`src/rtl/pw_pkg.sv`:
```
// Shared definitions for the password-entry controller and its attempt counter.
//   pw_state_e : controller states
//   KEY_CLEAR  : keypad code that clears a partial entry or relocks after a grant
//   DIGIT_MAX  : largest keypad code treated as a decimal digit
//   ATT_W      : width of the downstream failed-attempt counter
package pw_pkg;

  typedef enum logic [2:0] {
    StIdle,
    StCheck,
    StDeny,
    StEval,
    StGrant,
    StLocked
  } pw_state_e;

  localparam logic [3:0]  KEY_CLEAR = 4'hA;
  localparam int unsigned DIGIT_MAX = 9;
  localparam int unsigned ATT_W     = 6;

endpackage

```
`src/rtl/pw_entry_fsm_if.sv`:
```
// Keypad / attempt-counter / status bundle of the password-entry controller.
//   key_valid, key_code : keypad strobe and code
//   pw_ref              : reference password, first digit in the most significant nibble
//   att_count           : value read back from the failed-attempt counter
//   att_en, att_clr_n   : increment enable and active-low clear to that counter
//   unlock, fail, locked, digits_entered : status outputs
// The slave modport is the controller; master is the surrounding system.
interface pw_entry_fsm_if
  import pw_pkg::*;
#(
  parameter int unsigned PW_LEN  = 4,
  parameter int unsigned DIGIT_W = 4
) ();

  logic                        key_valid;
  logic [DIGIT_W-1:0]          key_code;
  logic [PW_LEN*DIGIT_W-1:0]   pw_ref;
  logic [ATT_W-1:0]            att_count;
  logic                        att_en;
  logic                        att_clr_n;
  logic                        unlock;
  logic                        fail;
  logic                        locked;
  logic [2:0]                  digits_entered;

  modport master (
    output key_valid, key_code, pw_ref, att_count,
    input  att_en, att_clr_n, unlock, fail, locked, digits_entered
  );

  modport slave (
    input  key_valid, key_code, pw_ref, att_count,
    output att_en, att_clr_n, unlock, fail, locked, digits_entered
  );

endinterface

```
`src/rtl/pw_lock_timer.sv`:
```
// Loadable down-counter used to time the lockout period.
//   clock      : system clock, rising edge
//   reset      : synchronous, active-low reset (count cleared)
//   load_i     : load load_val_i this cycle (takes priority over decrement)
//   load_val_i : value to load
//   dec_i      : decrement by one; holds at zero
//   done_o     : count is zero
module pw_lock_timer #(
  parameter int unsigned Width = 10
) (
  input  logic             clock,
  input  logic             reset,
  input  logic             load_i,
  input  logic [Width-1:0] load_val_i,
  input  logic             dec_i,
  output logic             done_o
);

  logic [Width-1:0] count_q;

  always_ff @(posedge clock) begin
    if (!reset) begin
      count_q <= '0;
    end else if (load_i) begin
      count_q <= load_val_i;
    end else if (dec_i && (count_q != '0)) begin
      count_q <= count_q - 1'b1;
    end
  end

  assign done_o = (count_q == '0);

endmodule

```
`src/rtl/pw_entry_fsm.sv`:
```
// Keypad password-entry controller.
// Collects PW_LEN digits, compares them against pw_ref, then either grants access
// (unlock level, one-cycle counter clear) or reports a failure (fail/att_en pulse).
// After a failure the updated attempt count is read back; reaching MAX_FAILS starts a
// lockout of exactly LOCK_CYCLES cycles, followed by a one-cycle counter clear.
//   clock  : system clock, rising edge
//   reset  : synchronous, active-low reset
//   bus_io : keypad, attempt-counter and status signals (slave side)
// All outputs are registered.
module pw_entry_fsm
  import pw_pkg::*;
#(
  parameter int unsigned PW_LEN      = 4,
  parameter int unsigned DIGIT_W     = 4,
  parameter int unsigned MAX_FAILS   = 3,
  parameter int unsigned LOCK_CYCLES = 1000
) (
  input  logic                 clock,
  input  logic                 reset,
  pw_entry_fsm_if.slave        bus_io
);

  localparam int unsigned BufW   = PW_LEN * DIGIT_W;
  localparam int unsigned TimerW = (LOCK_CYCLES > 1) ? $clog2(LOCK_CYCLES) : 1;

  pw_state_e       state_q;
  logic [BufW-1:0] buf_q;
  logic [2:0]      cnt_q;
  logic            unlock_q;
  logic            fail_q;
  logic            att_en_q;
  logic            att_clr_n_q;
  logic            locked_q;

  logic [BufW-1:0] buf_shift;
  logic            is_digit;
  logic            is_clear;
  logic            over_limit;
  logic            timer_load;
  logic            timer_dec;
  logic            timer_done;

  always_comb begin
    buf_shift  = (buf_q << DIGIT_W) | BufW'(bus_io.key_code);
    is_digit   = (32'(bus_io.key_code) <= DIGIT_MAX);
    is_clear   = (bus_io.key_code == DIGIT_W'(KEY_CLEAR));
    // att_count already includes the increment issued during the failure cycle
    over_limit = (32'(bus_io.att_count) >= MAX_FAILS);
    timer_load = (state_q == StEval) && over_limit;
    timer_dec  = (state_q == StLocked);
  end

  pw_lock_timer #(
    .Width (TimerW)
  ) u_lock_timer (
    .clock      (clock),
    .reset      (reset),
    .load_i     (timer_load),
    .load_val_i (TimerW'(LOCK_CYCLES - 1)),
    .dec_i      (timer_dec),
    .done_o     (timer_done)
  );

  always_ff @(posedge clock) begin
    if (!reset) begin
      state_q     <= StIdle;
      buf_q       <= '0;
      cnt_q       <= '0;
      unlock_q    <= 1'b0;
      fail_q      <= 1'b0;
      att_en_q    <= 1'b0;
      locked_q    <= 1'b0;
      att_clr_n_q <= 1'b0;  // keep the attempt counter cleared during reset
    end else begin
      fail_q      <= 1'b0;
      att_en_q    <= 1'b0;
      att_clr_n_q <= 1'b1;
      unique case (state_q)
        StIdle: begin
          if (bus_io.key_valid) begin
            if (is_digit) begin
              buf_q <= buf_shift;
              // 3-bit count: with PW_LEN == 8 it reads 0 while checking, which is harmless
              cnt_q <= cnt_q + 3'd1;
              if (cnt_q == 3'(PW_LEN - 1)) begin
                state_q <= StCheck;
              end
            end else if (is_clear) begin
              buf_q <= '0;
              cnt_q <= '0;
            end
          end
        end
        StCheck: begin
          buf_q <= '0;
          cnt_q <= '0;
          if (buf_q == bus_io.pw_ref) begin
            state_q     <= StGrant;
            unlock_q    <= 1'b1;
            att_clr_n_q <= 1'b0;
          end else begin
            state_q  <= StDeny;
            fail_q   <= 1'b1;
            att_en_q <= 1'b1;
          end
        end
        StDeny: begin
          state_q <= StEval;
        end
        StEval: begin
          if (over_limit) begin
            state_q  <= StLocked;
            locked_q <= 1'b1;
          end else begin
            state_q <= StIdle;
          end
        end
        StGrant: begin
          if (bus_io.key_valid && is_clear) begin
            state_q  <= StIdle;
            unlock_q <= 1'b0;
          end
        end
        StLocked: begin
          if (timer_done) begin
            state_q     <= StIdle;
            locked_q    <= 1'b0;
            att_clr_n_q <= 1'b0;
          end
        end
        default: begin
          state_q <= StIdle;
        end
      endcase
    end
  end

  assign bus_io.att_en         = att_en_q;
  assign bus_io.att_clr_n      = att_clr_n_q;
  assign bus_io.unlock         = unlock_q;
  assign bus_io.fail           = fail_q;
  assign bus_io.locked         = locked_q;
  assign bus_io.digits_entered = cnt_q;

endmodule

```
`src/flat_wrapper.sv`:
```
// flat-port wrapper written by rule: the top's interface ports become plain ports
module pw_entry_fsm_flat import pw_pkg::*;
#(
  parameter int unsigned PW_LEN      = 4,
  parameter int unsigned DIGIT_W     = 4,
  parameter int unsigned MAX_FAILS   = 3,
  parameter int unsigned LOCK_CYCLES = 1000
)
  (clock, reset, bus_io_key_valid, bus_io_key_code, bus_io_pw_ref, bus_io_att_count, bus_io_att_en, bus_io_att_clr_n, bus_io_unlock, bus_io_fail, bus_io_locked, bus_io_digits_entered);
  pw_entry_fsm_if #(.PW_LEN(PW_LEN), .DIGIT_W(DIGIT_W)) bus_io_i ();
  input  logic clock;
  input  logic reset;
  input wire logic [$bits(bus_io_i.key_valid)-1:0] bus_io_key_valid;
  input wire logic [$bits(bus_io_i.key_code)-1:0] bus_io_key_code;
  input wire logic [$bits(bus_io_i.pw_ref)-1:0] bus_io_pw_ref;
  input wire logic [$bits(bus_io_i.att_count)-1:0] bus_io_att_count;
  output wire logic [$bits(bus_io_i.att_en)-1:0] bus_io_att_en;
  output wire logic [$bits(bus_io_i.att_clr_n)-1:0] bus_io_att_clr_n;
  output wire logic [$bits(bus_io_i.unlock)-1:0] bus_io_unlock;
  output wire logic [$bits(bus_io_i.fail)-1:0] bus_io_fail;
  output wire logic [$bits(bus_io_i.locked)-1:0] bus_io_locked;
  output wire logic [$bits(bus_io_i.digits_entered)-1:0] bus_io_digits_entered;
  assign bus_io_i.key_valid = bus_io_key_valid;
  assign bus_io_i.key_code = bus_io_key_code;
  assign bus_io_i.pw_ref = bus_io_pw_ref;
  assign bus_io_i.att_count = bus_io_att_count;
  assign bus_io_att_en = bus_io_i.att_en;
  assign bus_io_att_clr_n = bus_io_i.att_clr_n;
  assign bus_io_unlock = bus_io_i.unlock;
  assign bus_io_fail = bus_io_i.fail;
  assign bus_io_locked = bus_io_i.locked;
  assign bus_io_digits_entered = bus_io_i.digits_entered;
  pw_entry_fsm #(.PW_LEN(PW_LEN), .DIGIT_W(DIGIT_W), .MAX_FAILS(MAX_FAILS), .LOCK_CYCLES(LOCK_CYCLES)) u_core (.clock(clock), .reset(reset), .bus_io(bus_io_i));
endmodule
```
`config.mk`:
```
export PLATFORM = sky130hd
export DESIGN_NAME = pw_entry_fsm_flat
export DESIGN_NICKNAME = d
export VERILOG_FILES = /design/src/rtl/pw_pkg.sv /design/src/rtl/pw_entry_fsm_if.sv /design/src/rtl/pw_lock_timer.sv /design/src/rtl/pw_entry_fsm.sv /design/src/flat_wrapper.sv
export SDC_FILE = /design/constraint.sdc
export NUM_CORES = 1
export LEC_CHECK = 0
export ABC_AREA = 0
export CAP_MARGIN = 0
export CELL_PAD_IN_SITES_DETAIL_PLACEMENT = 0
export CELL_PAD_IN_SITES_GLOBAL_PLACEMENT = 1
export CORE_ASPECT_RATIO = 1.75
export CORE_MARGIN = 3
export CORE_UTILIZATION = 34
export CTS_CLUSTER_SIZE = 24
export DETAILED_ROUTE_END_ITERATION = 10
export GPL_ROUTABILITY_DRIVEN = 0
export PLACE_DENSITY = 0.75
export SYNTH_ARGS = -nofsm -noshare
export SYNTH_HDL_FRONTEND = slang
export SYNTH_SLANG_ARGS = --single-unit
```
`constraint.sdc`:
```
create_clock -name clock -period 1.67 [get_ports clock]
set_input_delay 0.4175 -clock clock [delete_from_list [all_inputs] [get_ports clock]]
set_output_delay 0.4175 -clock clock [all_outputs]
set_load 0.02 [all_outputs]
```
==> run_results.csv <==
group,metric,value,unit
grt,grt_pass1_wl,7840,um
grt,grt_util_met1,0.172,
synth,yosysSeqAreaShare,0.393,
synth,syn-cell-area,1830,um2
worst_setup_path,max_stage_delay,0.57,ns
timing,hold_viol,0,
worst_setup_path,crit_chain,"or4_4, o31a_1, buf_4, nor3_1, a211oi_1",
grt,grt_overflow,0,
grt,grt_util_all_layers,0.168,
clock_network,cts-root-buf,"clkbuf_8",
grt,antenna_found_initial,0,
worst_setup_path,reg2reg_depth,5,
worst_setup_path,regToRegSetupSlack,0.008,ns
floorplanning,start_util,0.359,
min_path,hp-start,"u_core.bus_io.locked$_SDFFE_PN0P_",
routing,drt_iter0_markers,36,
place,io_buffers,36,
routing,vias,1751,
clock_network,clock-sinks,36,
worst_setup_path,arrival,1.83,ns
final_layout,filler_cell_count,489,
timing,finalWorstSetupSlack,0.00844,ns
routing,dr.pass1.iters,4,
clock_network,h-tree-depth,2,
worst_setup_path,path_class,"reg -> reg",
synth,synthArstFlopShare,0,
timing,final.min_clock_period,1.66,ns
timing,max_slew_margin,0.666,
worst_setup_path,startpoint,"u_core.u_lock_timer.count_q[6]$_SDFFE_PN0P_",
grt,top_usage_layer,"met2",
routing,post-route-drc-count,0,
status,status,"complete, no violations",
worst_setup_path,start_kind,"register",
power_and_ir_drop,max-vdd-ir-drop,0.516,mV
synth,synth_area_leaders,"dfxtp_1, mux2i_1, nand2_1",
synth,synth_nets,243,
routing,drtAntennaViolNets,0,
synth,synth_edf_count,0,
grt,grtUsageMet3,0.0414,
synth,yosysWarnings,0,
floorplanning,die_w,61.5,um
routing,wl_per_cell,15.1,um
floorplanning,fp.dieH,103,um
timing,rsz0062_at_grt,"yes",
synth,synthCells,211,
synth,synth.distinct_cells,42,
clock_network,clkTransAtPathRegs,0.08,ns
final_layout,area_growth,45.1,%
final_layout,final_common_cell,"nand2_1",
synth,yosys.area.top_type_share,0.393,
clock_network,cts_tree,"built",
grt,first_global_vias,1706,
grt,grt_max_degree,24,
floorplanning,num_io_pins,37,
synth,synth_top_cell_by_area,"dfxtp_1",
final_layout,final_cell_mix,"nand2_1, dfxtp_1, clkdlybuf4s50_1, buf_4, mux2i_1",
final_layout,final_core_util,0.521,
place,pre_cts_ws,-0.326,ns
clock_network,clock_latency,0.29,ns
clock_network,cts_hold_buf,0,
worst_setup_path,timing.rr.start,"u_core.u_lock_timer.count_q[6]$_SDFFE_PN0P_",
floorplanning,core_area,5100,um2
min_path,timing.hold.worst_path_depth,2,
clock_network,numCtsBuffers,5,
power_and_ir_drop,leakagePower,1.13,nW
worst_setup_path,crit_path_end_kind,"register",
routing,wl,4980,um
synth,ys_ff_latch,36,
flow_run,max_cap_viol_count,0,
power_and_ir_drop,powerDensity,728,nW/um2
floorplanning,dieArea,6350,um2
timing,slew_viol_final,0,
worst_setup_path,critPathTopFamily,"simple AND/OR/NAND/NOR gates",
clock_network,cts_buffer_depth,2,
worst_setup_path,cp_num_buf_inv,1,
timing,worstMarginPinSlew,0.496,ns
worst_setup_path,slowest_stage,"or4_4",
worst_setup_path,required,1.84,ns
final_layout,drive_gt1_frac,0.204,
synth,syn_avg_cell_area,8.69,um2
timing,max_freq,0.602,GHz
worst_setup_path,cp.depth,5,
timing,setup_viol,0,
final_layout,finish.net_count,306,
min_path,hold_class,"reg -> reg",
timing,fin_tns_setup,0,ns
timing,final.period_utilization,0.995,
grt,use_met2,0.313,
floorplanning,row_count,34,
routing,vias_per_cell,5.32,
final_layout,diodes,0,
place,hpwl,3740,um
worst_setup_path,path_max_fanout,4,
synth,synth_top_flop_cell,"dfxtp_1",
timing,finClkSkew,0.00876,ns
==> repair_timing <==
item                       CTS  global route
setup endpoints to repair   16            23
hold endpoints to repair     0             0
gates resized for setup     14            17
pin swaps                    3             7
buffers inserted             0             2
==> report_power, final <==
group / internal [mW] / switching [mW]
Clock: 0.329 / 0.310
Sequential: 0.885 / 0.0289
Combinational: 0.201 / 0.182
Total: 1.42 / 0.521
==> metal layers <==
layer / vias up / share of wire
met1: 832 / 0.36
li1: 878 / -
met4: 0 / 0.020
met2: 31 / 0.59
met3: 10 / 0.026
met5: - / 0
==> kinds of logic after synthesis <==
| group | share of synthesized area |
|---|---|
| AND/OR/NAND/NOR | 0.231 |
| buffers and inverters | 0.0348 |
| flip-flops | 0.393 |
| XOR/XNOR | 0.0812 |
| AO/OA/AOI/OAI | 0.136 |
| adder cells (fa/ha/maj) | 0.0205 |
| multiplexers | 0.104 |
==> final cells by class <==
class	instances	area [um2]	area share
tap	54	67.6	0.0254
clock buffer	6	82.6	0.0310
inverter	7	26.3	0.00987
sequential	36	722	0.271
multi-input combinational	160	1150	0.433
clock inverter	2	10.0	0.00376
timing repair buffer	64	599	0.225
==> through the flow <==
step | std cells | power [mW] | hold WS [ns] | area [um2]
after floorplan | 211 | 1.12 | 0.450 | 1830
after global placement | 319 | 1.30 | 0.455 | 2450
after detailed placement | 319 | 1.30 | 0.457 | 2450
after CTS | 327 | 1.95 | 0.476 | 2560
after global routing | 329 | 2.04 | 0.498 | 2660
final | 329 | 1.94 | 0.466 | 2660
==> worst register-to-register path, cell delays in order (launching register included) <==
cell and delay (ns):
dfxtp_2 0.33, or4_4 0.57, o31a_1 0.29, buf_4 0.16, nor3_1 0.13, a211oi_1 0.07
==> flip-flops by register name (all words and copies together) (netlist names) <==
name                          cells
u_core.buf_q                     16
u_core.bus_io.att_clr_n           1
u_core.bus_io.digits_entered      3
u_core.bus_io.fail                1
u_core.bus_io.locked              1
u_core.bus_io.unlock              1
u_core.state_q                    3
u_core.u_lock_timer.count_q      10
==> synthesized netlist by cell type (3+ instances only) <==
| cell | n |
|---|---|
| nand2_1 | 41 |
| dfxtp_1 | 36 |
| mux2i_1 | 19 |
| xor2_1 | 17 |
| nor2_1 | 8 |
| inv_1 | 7 |
| o21ai_0 | 7 |
| a21oi_1 | 6 |
| nor4_1 | 6 |
| a31oi_1 | 5 |
| nor3_1 | 5 |
| a211oi_1 | 4 |
| clkbuf_1 | 4 |
| nand2b_1 | 4 |
| a311oi_1 | 3 |
| buf_2 | 3 |
| ha_1 | 3 |
| nand4_1 | 3 |
==> final timing paths <==
kind                                                 endpoint
hold / removal              u_core.bus_io.locked$_SDFFE_PN0P_
setup reg to reg  u_core.u_lock_timer.count_q[0]$_SDFFE_PN0P_
hold reg to reg             u_core.bus_io.locked$_SDFFE_PN0P_
setup / recovery  u_core.u_lock_timer.count_q[0]$_SDFFE_PN0P_
Power figures use the tool's default switching activity.
==> RTL change 1 (same settings) <==
The package constant `DIGIT_MAX` goes from 9 to 6.
--- a/src/rtl/pw_pkg.sv
+++ b/src/rtl/pw_pkg.sv
@@ -16,5 +16,5 @@
 
   localparam logic [3:0]  KEY_CLEAR = 4'hA;
-  localparam int unsigned DIGIT_MAX = 9;
+  localparam int unsigned DIGIT_MAX = 6;
   localparam int unsigned ATT_W     = 6;
 
Function: changed (a bounded check fails within 4 cycles, from zero or initial values and one cycle with reset low).
==> RTL change 1 against the unedited design <==
The flow now finishes with violations (negative setup slack); routed wire length is 8.1% lower; die area is 3.2% lower; count of clock-buffer cells in the layout stayed put; final area is 2.2% lower; sequential share of layout area is 0.65 points higher; sequential cell count stayed put; critical path depth is 1 higher; total power is 8.8% lower; area after synthesis is 3.4% lower; first-iteration DRC count is 44% lower; setup slack worse by 0.035 ns; critical path type is now in2reg; highest routed layer unchanged.
==> RTL change 1: results (changes against the unedited design) <==
P_leak=1.21 nW (was 1.13 nW); n_diodes=0 (unchanged); status=complete, but fails checks (was finished clean); Crit Reg-Reg Startpoint=u_core.buf_q[0]$_SDFFE_PN0P_ (was u_core.u_lock_timer.count_q[6]$_SDFFE_PN0P_); final setup fails=1 (was 0); Synth Area in Adders=2.12% (was 2.05%); I/O Buffers=36 (unchanged); initial antenna violation count=0 (unchanged); worst-margin pin slew=0.372 ns (was 0.496 ns); r2r setup slk=0.05 ns (was 0.008 ns); sequential area share after synthesis=40.7% (was 39.3%); Hold/Removal Path Class=reg2reg (unchanged); Peak supply drop=0.450 mV (was 0.516 mV); Critical path origin=bus_io_pw_ref[3] (was u_core.u_lock_timer.count_q[6]$_SDFFE_PN0P_); critical path arrival=1.87 ns (was 1.83 ns); Post-Place Cells=293 (was 319); top post-synthesis cells by area=dfxtp_1, xor2_1, a22o_1, o21ai_0, nand2_1 (was dfxtp_1, mux2i_1, nand2_1, xor2_1, ha_1); Post-synth top flop=dfxtp_1 (unchanged); CP max FO=2 (was 4); Routed WL per cell=15.0 µm (was 15.1 µm); Syn Inst Count=188 (was 211); clock transition at the registers of the reported paths=0.07 ns; r2r worst-path depth=5 (unchanged); R2R Path End=u_core.state_q[1]$_SDFFE_PN0P_ (was u_core.u_lock_timer.count_q[0]$_SDFFE_PN0P_); first-pass GRT wire length=7.55 mm (was 7.84 mm); Total Neg Setup Slack=-0.0269 ns (was 0 ns); # nets final=284 (was 306); vias in the first global route=1671 (was 1706); share of cells above drive strength 1=27.0% (was 20.4%); sw frac=25.7% (was 26.9%); post-synthesis mux area share=0.636% (was 10.4%); largest net degree at the start of global routing=14 (was 24); Setup WS post-layout=-0.0269 ns (was 0.00844 ns); Filler cells=494 (was 489); most instantiated cells after synthesis=dfxtp_1, xor2_1, nand2_1, a22o_1, o21ai_0 (was nand2_1, dfxtp_1, mux2i_1, xor2_1, nor2_1); Setup CP Type=in2reg (was reg2reg); biggest regs=u_core.buf_q: 16 flops, u_core.u_lock_timer.count_q: 10 flops (unchanged); fin area=2600 µm² (was 2660 µm²); pre-CTS WS=-0.487 ns (was -0.326 ns); Vias per Instance=5.17 (was 5.32); Max H-tree Level=2 (unchanged); CTS Buf Count=5 (unchanged); initial drt markers=20 (was 36); detailed-placement wirelength estimate=3.31 mm (was 3.74 mm); Total Wirelength=4.58 mm (was 4.98 mm); Cell variety after synth=46 (was 42); 1st-pass router iterations=4 (unchanged); violated checks=negative setup slack; placed instance area=2330 µm² (was 2450 µm²); XOR/XNOR share of the synthesized area=11.4% (was 8.12%); Total GRT Usage=16.5% (was 16.8%); Mapped Nets=220 (was 243); Compound-Gate Fraction of Synth Area=19.3% (was 13.6%); Final Skew=0.00533 ns (was 0.00876 ns)
RTL change 1: worst min-delay path by stage:
stage / slack [ns] / cells after the start / start / endpoint
finish: 0.48 / 2 / u_core.bus_io.locked$_SDFFE_PN0P_ / u_core.bus_io.locked$_SDFFE_PN0P_
global route: 0.51 / 1 / u_core.buf_q[11]$_SDFFE_PN0P_ / u_core.buf_q[11]$_SDFFE_PN0P_
CTS: 0.49 / 2 / u_core.bus_io.locked$_SDFFE_PN0P_ / u_core.bus_io.locked$_SDFFE_PN0P_
detailed placement: 0.47 / 2 / u_core.bus_io.locked$_SDFFE_PN0P_ / u_core.bus_io.locked$_SDFFE_PN0P_
global placement: 0.46 / 2 / u_core.bus_io.locked$_SDFFE_PN0P_ / u_core.bus_io.locked$_SDFFE_PN0P_
floorplan: 0.46 / 2 / u_core.buf_q[6]$_SDFFE_PN0P_ / u_core.buf_q[10]$_SDFFE_PN0P_
RTL change 1: cell type report:
cell class | count | share of cell area, %
multi-input combinational | 140 | 43.5
sequential | 36 | 27.8
timing repair buffer | 66 | 22.7
clock buffer | 6 | 2.79
tap | 54 | 2.59
inverter | 3 | 0.432
clock inverter | 1 | 0.192
RTL change 1: cells by family after synthesis:
group / count (synthesis)
buffers and inverters: 13
adders and majority gates: 3
and+or+nand+nor: 69
AOI/OAI and AO/OA: 43
xor gates and xnor gates: 23
muxes: 1
DFF: 36
RTL change 1: per-layer routing:
metal  wire (µm)  share of wire, %  GRT usage, %  vias up
met5           0                 0             0        -
met4         155               3.4          8.85        0
met3         133               2.9          3.44       14
met2        2650                58          29.7       33
met1        1630                36          16.9      726
li1            -                 -             -      810
RTL change 1: worst max-delay path, stage by stage:
cell	delay, ns
clkdlybuf4s50_1	0.41
xor2_1	0.14
nor4_1	0.25
nand4_1	0.17
nor3b_2	0.19
or2_2	0.28
RTL change 1: timing repair:
item / CTS / global route
pin swaps: 12 / 13
setup buffers: 2 / 2
endpoints found under the setup margin: 30 / 35
gates resized for setup: 35 / 29
cloned: 1 / 1
RTL change 1: power groups by stage:
stage	clock, mW	combinational (mW)	sequential [mW]
2_1_floorplan	0	0.119	0.914
3_3_place_gp	0	0.259	0.914
6_report	0.582	0.288	0.895
4_1_cts	0.605	0.272	0.895
5_1_grt	0.639	0.314	0.897
3_5_place_dp	0	0.262	0.915
==> RTL change 2 (same settings) <==
Without the edit above. Make the reset (`reset`) asynchronous in 2 clocked blocks. Comments in the files are not updated.
--- a/src/rtl/pw_lock_timer.sv
+++ b/src/rtl/pw_lock_timer.sv
@@ -19,5 +19,5 @@
   logic [Width-1:0] count_q;
 
-  always_ff @(posedge clock) begin
+  always_ff @(posedge clock or negedge reset) begin
     if (!reset) begin
       count_q <= '0;
--- a/src/rtl/pw_entry_fsm.sv
+++ b/src/rtl/pw_entry_fsm.sv
@@ -62,5 +62,5 @@
   );
 
-  always_ff @(posedge clock) begin
+  always_ff @(posedge clock or negedge reset) begin
     if (!reset) begin
       state_q     <= StIdle;
Function: differs if reset is asserted again (counterexample within 4 cycles, from zero or initial values and one cycle with reset low); with reset held inactive, the same outputs for 10 cycles.
==> RTL change 2 against the unedited design <==
The run now ends with negative setup slack left; sequential cell count did not move; cell count up 5.8%; area after synthesis up 7.2%; routed wire length is 5.9% lower; core utilization grew 0.94 points; setup slack worse by 0.14 ns; count of clock-buffer cells in the layout stayed put; final area up 11%; clock skew about the same.
Power is not compared: it rests on default switching activity, and its combinational part moved more than twofold at a synthesized area within 25%.
==> RTL change 2: results (changes against the unedited design) <==
top post-synthesis cells by area=dfrtp_1, mux2i_1, xor2_1, inv_1, nand2_1 (was dfxtp_1, mux2i_1, nand2_1, xor2_1, ha_1); I/O Buffers=36 (unchanged); critical path arrival=2.03 ns (was 1.83 ns); Root Buffer=clkbuf_8 (unchanged); Crit Reg-Reg Startpoint=u_core.u_lock_timer.count_q[0]$_DFFE_PN0P_ (was u_core.u_lock_timer.count_q[6]$_SDFFE_PN0P_); detailed-placement wirelength estimate=3.51 mm (was 3.74 mm); Hold Path Stages=3 (was 2); biggest regs=u_core.buf_q: 16 flops, u_core.u_lock_timer.count_q: 10 flops (unchanged); Compound-Gate Fraction of Synth Area=12.1% (was 13.6%); r2r worst-path depth=6 (was 5); # nets final=303 (was 306); R2R Path End=u_core.u_lock_timer.count_q[3]$_DFFE_PN0P_ (was u_core.u_lock_timer.count_q[0]$_SDFFE_PN0P_); clock transition at the registers of the reported paths=0.08 ns (about the same); worst-margin pin slew=0.353 ns (was 0.496 ns); Final Skew=0.00875 ns (was 0.00876 ns); asr flop ratio synth=100% (was 0%); initial drt markers=73 (was 36); Cell variety after synth=39 (was 42); status=complete, but fails checks (was finished clean); placed instance area=2660 µm² (was 2450 µm²); share of cells above drive strength 1=28.3% (was 20.4%); largest net degree at the start of global routing=37 (was 24); Filler cells=537 (was 489); Clk Latency, worst-skew pair=0.30 ns; Synth Warn #=0 (unchanged); violated checks=negative setup slack; Hold/Removal Path Class=in2reg (was reg2reg); Hold Slack=0.453 ns (was 0.466 ns); Mapped Nets=229 (was 243); XOR/XNOR share of the synthesized area=8.02% (was 8.12%); 1st-pass router iterations=3 (was 4); min-delay src=bus_io_key_code[3] (was u_core.bus_io.locked$_SDFFE_PN0P_); P_leak=1.39 nW; CP max FO=4 (unchanged); Total GRT Usage=14.7% (was 16.8%); Setup WS post-layout=-0.134 ns (was 0.00844 ns); Synth Area in Adders=1.91% (was 2.05%); post-synthesis mux area share=9.22% (was 10.4%); most instantiated cells after synthesis=dfrtp_1, inv_1, nand2_1, xor2_1, mux2i_1 (was nand2_1, dfxtp_1, mux2i_1, xor2_1, nor2_1); Total Wirelength=4.68 mm (was 4.98 mm); vias in the first global route=1768 (was 1706); first-pass GRT wire length=7.96 mm (was 7.84 mm); Peak supply drop=0.724 mV; initial antenna violation count=0 (unchanged); clk buf depth=2 (unchanged); vias=1708 (was 1751); most flop-heavy register=u_core.buf_q (unchanged); hold worst-path end=u_core.buf_q[3]$_DFFE_PN0P_ (was u_core.bus_io.locked$_SDFFE_PN0P_); final setup fails=10 (was 0); sequential area share after synthesis=45.8% (was 39.3%)
==> RTL change 2: cell count changes after synthesis, moves of 4 or more <==
cell | before | now
inv_1 | 7 | 23
a211oi_1 | 4 | 0
nand2_1 | 41 | 21
dfrtp_1 | 0 | 36
o211ai_1 | 0 | 5
a31oi_1 | 5 | 1
nand2b_1 | 4 | 0
dfxtp_1 | 36 | 0
==> RTL change 2: per-stage QoR <==
step | setup WS (ns) | TNS [ns] | cells
floorplan | -0.181 | -0.515 | 197
global placement | -0.402 | -8.21 | 333
detailed placement | -0.435 | -8.72 | 333
CTS | -0.174 | -1.04 | 345
global route | -0.196 | -1.40 | 348
finish | -0.134 | -0.746 | 348
==> RTL change 2: power breakdown <==
part | internal [mW] | total (mW) | switching (mW) | leakage (nW)
clock network | 0.329 | 0.652 | 0.323 | 0.0510
logic | 0.987 | 1.84 | 0.858 | 0.895
registers | 1.14 | 1.41 | 0.269 | 0.442
==> RTL change 2: metal layers <==
| metal | vias to the layer above | routed length, µm | GRT usage, % |
|---|---|---|---|
| li1 | 827 | - | - |
| met1 | 849 | 1780 | 15.6 |
| met2 | 27 | 2680 | 28.0 |
| met3 | 5 | 142 | 2.73 |
| met4 | 0 | 80 | 5.26 |
| met5 | - | 0 | 0 |
==> RTL change 2: area by class of cell <==
cell class                      instances  area (µm²)  area share [%]
Multi-Input combinational cell        132        1090            36.8
Clock buffer                            6        82.6            2.79
Timing Repair Buffer                   73         698            23.6
Sequential cell                        36         901            30.4
Inverter                               23        86.3            2.91
Clock inverter                          2        10.0           0.338
Tap cell                               76        95.1            3.21
==> RTL change 2: timing repair <==
item                       CTS  global route
pin swaps                    5             8
gates cloned                 0             1
setup endpoints to repair   20            21
gates resized for setup     22            21
buffers inserted             5             2
==> RTL change 2: worst max path at each step <==
stage                                                     from  slack [ns]                                    endpoint
detailed placement                         bus_io_att_count[4]       -0.44               u_core.state_q[2]$_DFFE_PN0P_
floorplan           u_core.u_lock_timer.count_q[0]$_DFFE_PN0P_       -0.18  u_core.u_lock_timer.count_q[3]$_DFFE_PN0P_
CTS                 u_core.u_lock_timer.count_q[0]$_DFFE_PN0P_       -0.17  u_core.u_lock_timer.count_q[0]$_DFFE_PN0P_
global route        u_core.u_lock_timer.count_q[0]$_DFFE_PN0P_       -0.20  u_core.u_lock_timer.count_q[3]$_DFFE_PN0P_
global placement                           bus_io_att_count[4]       -0.40            u_core.bus_io.locked$_DFFE_PN0P_
finish              u_core.u_lock_timer.count_q[0]$_DFFE_PN0P_       -0.13  u_core.u_lock_timer.count_q[3]$_DFFE_PN0P_
==> RTL change 2: worst max-delay path, stage by stage (launching register included) <==
cell	delay, ns
dfrtp_1	0.39
inv_2	0.08
ha_4	0.13
or3b_4	0.39
o41ai_4	0.38
or4_1	0.19
mux2i_1	0.17
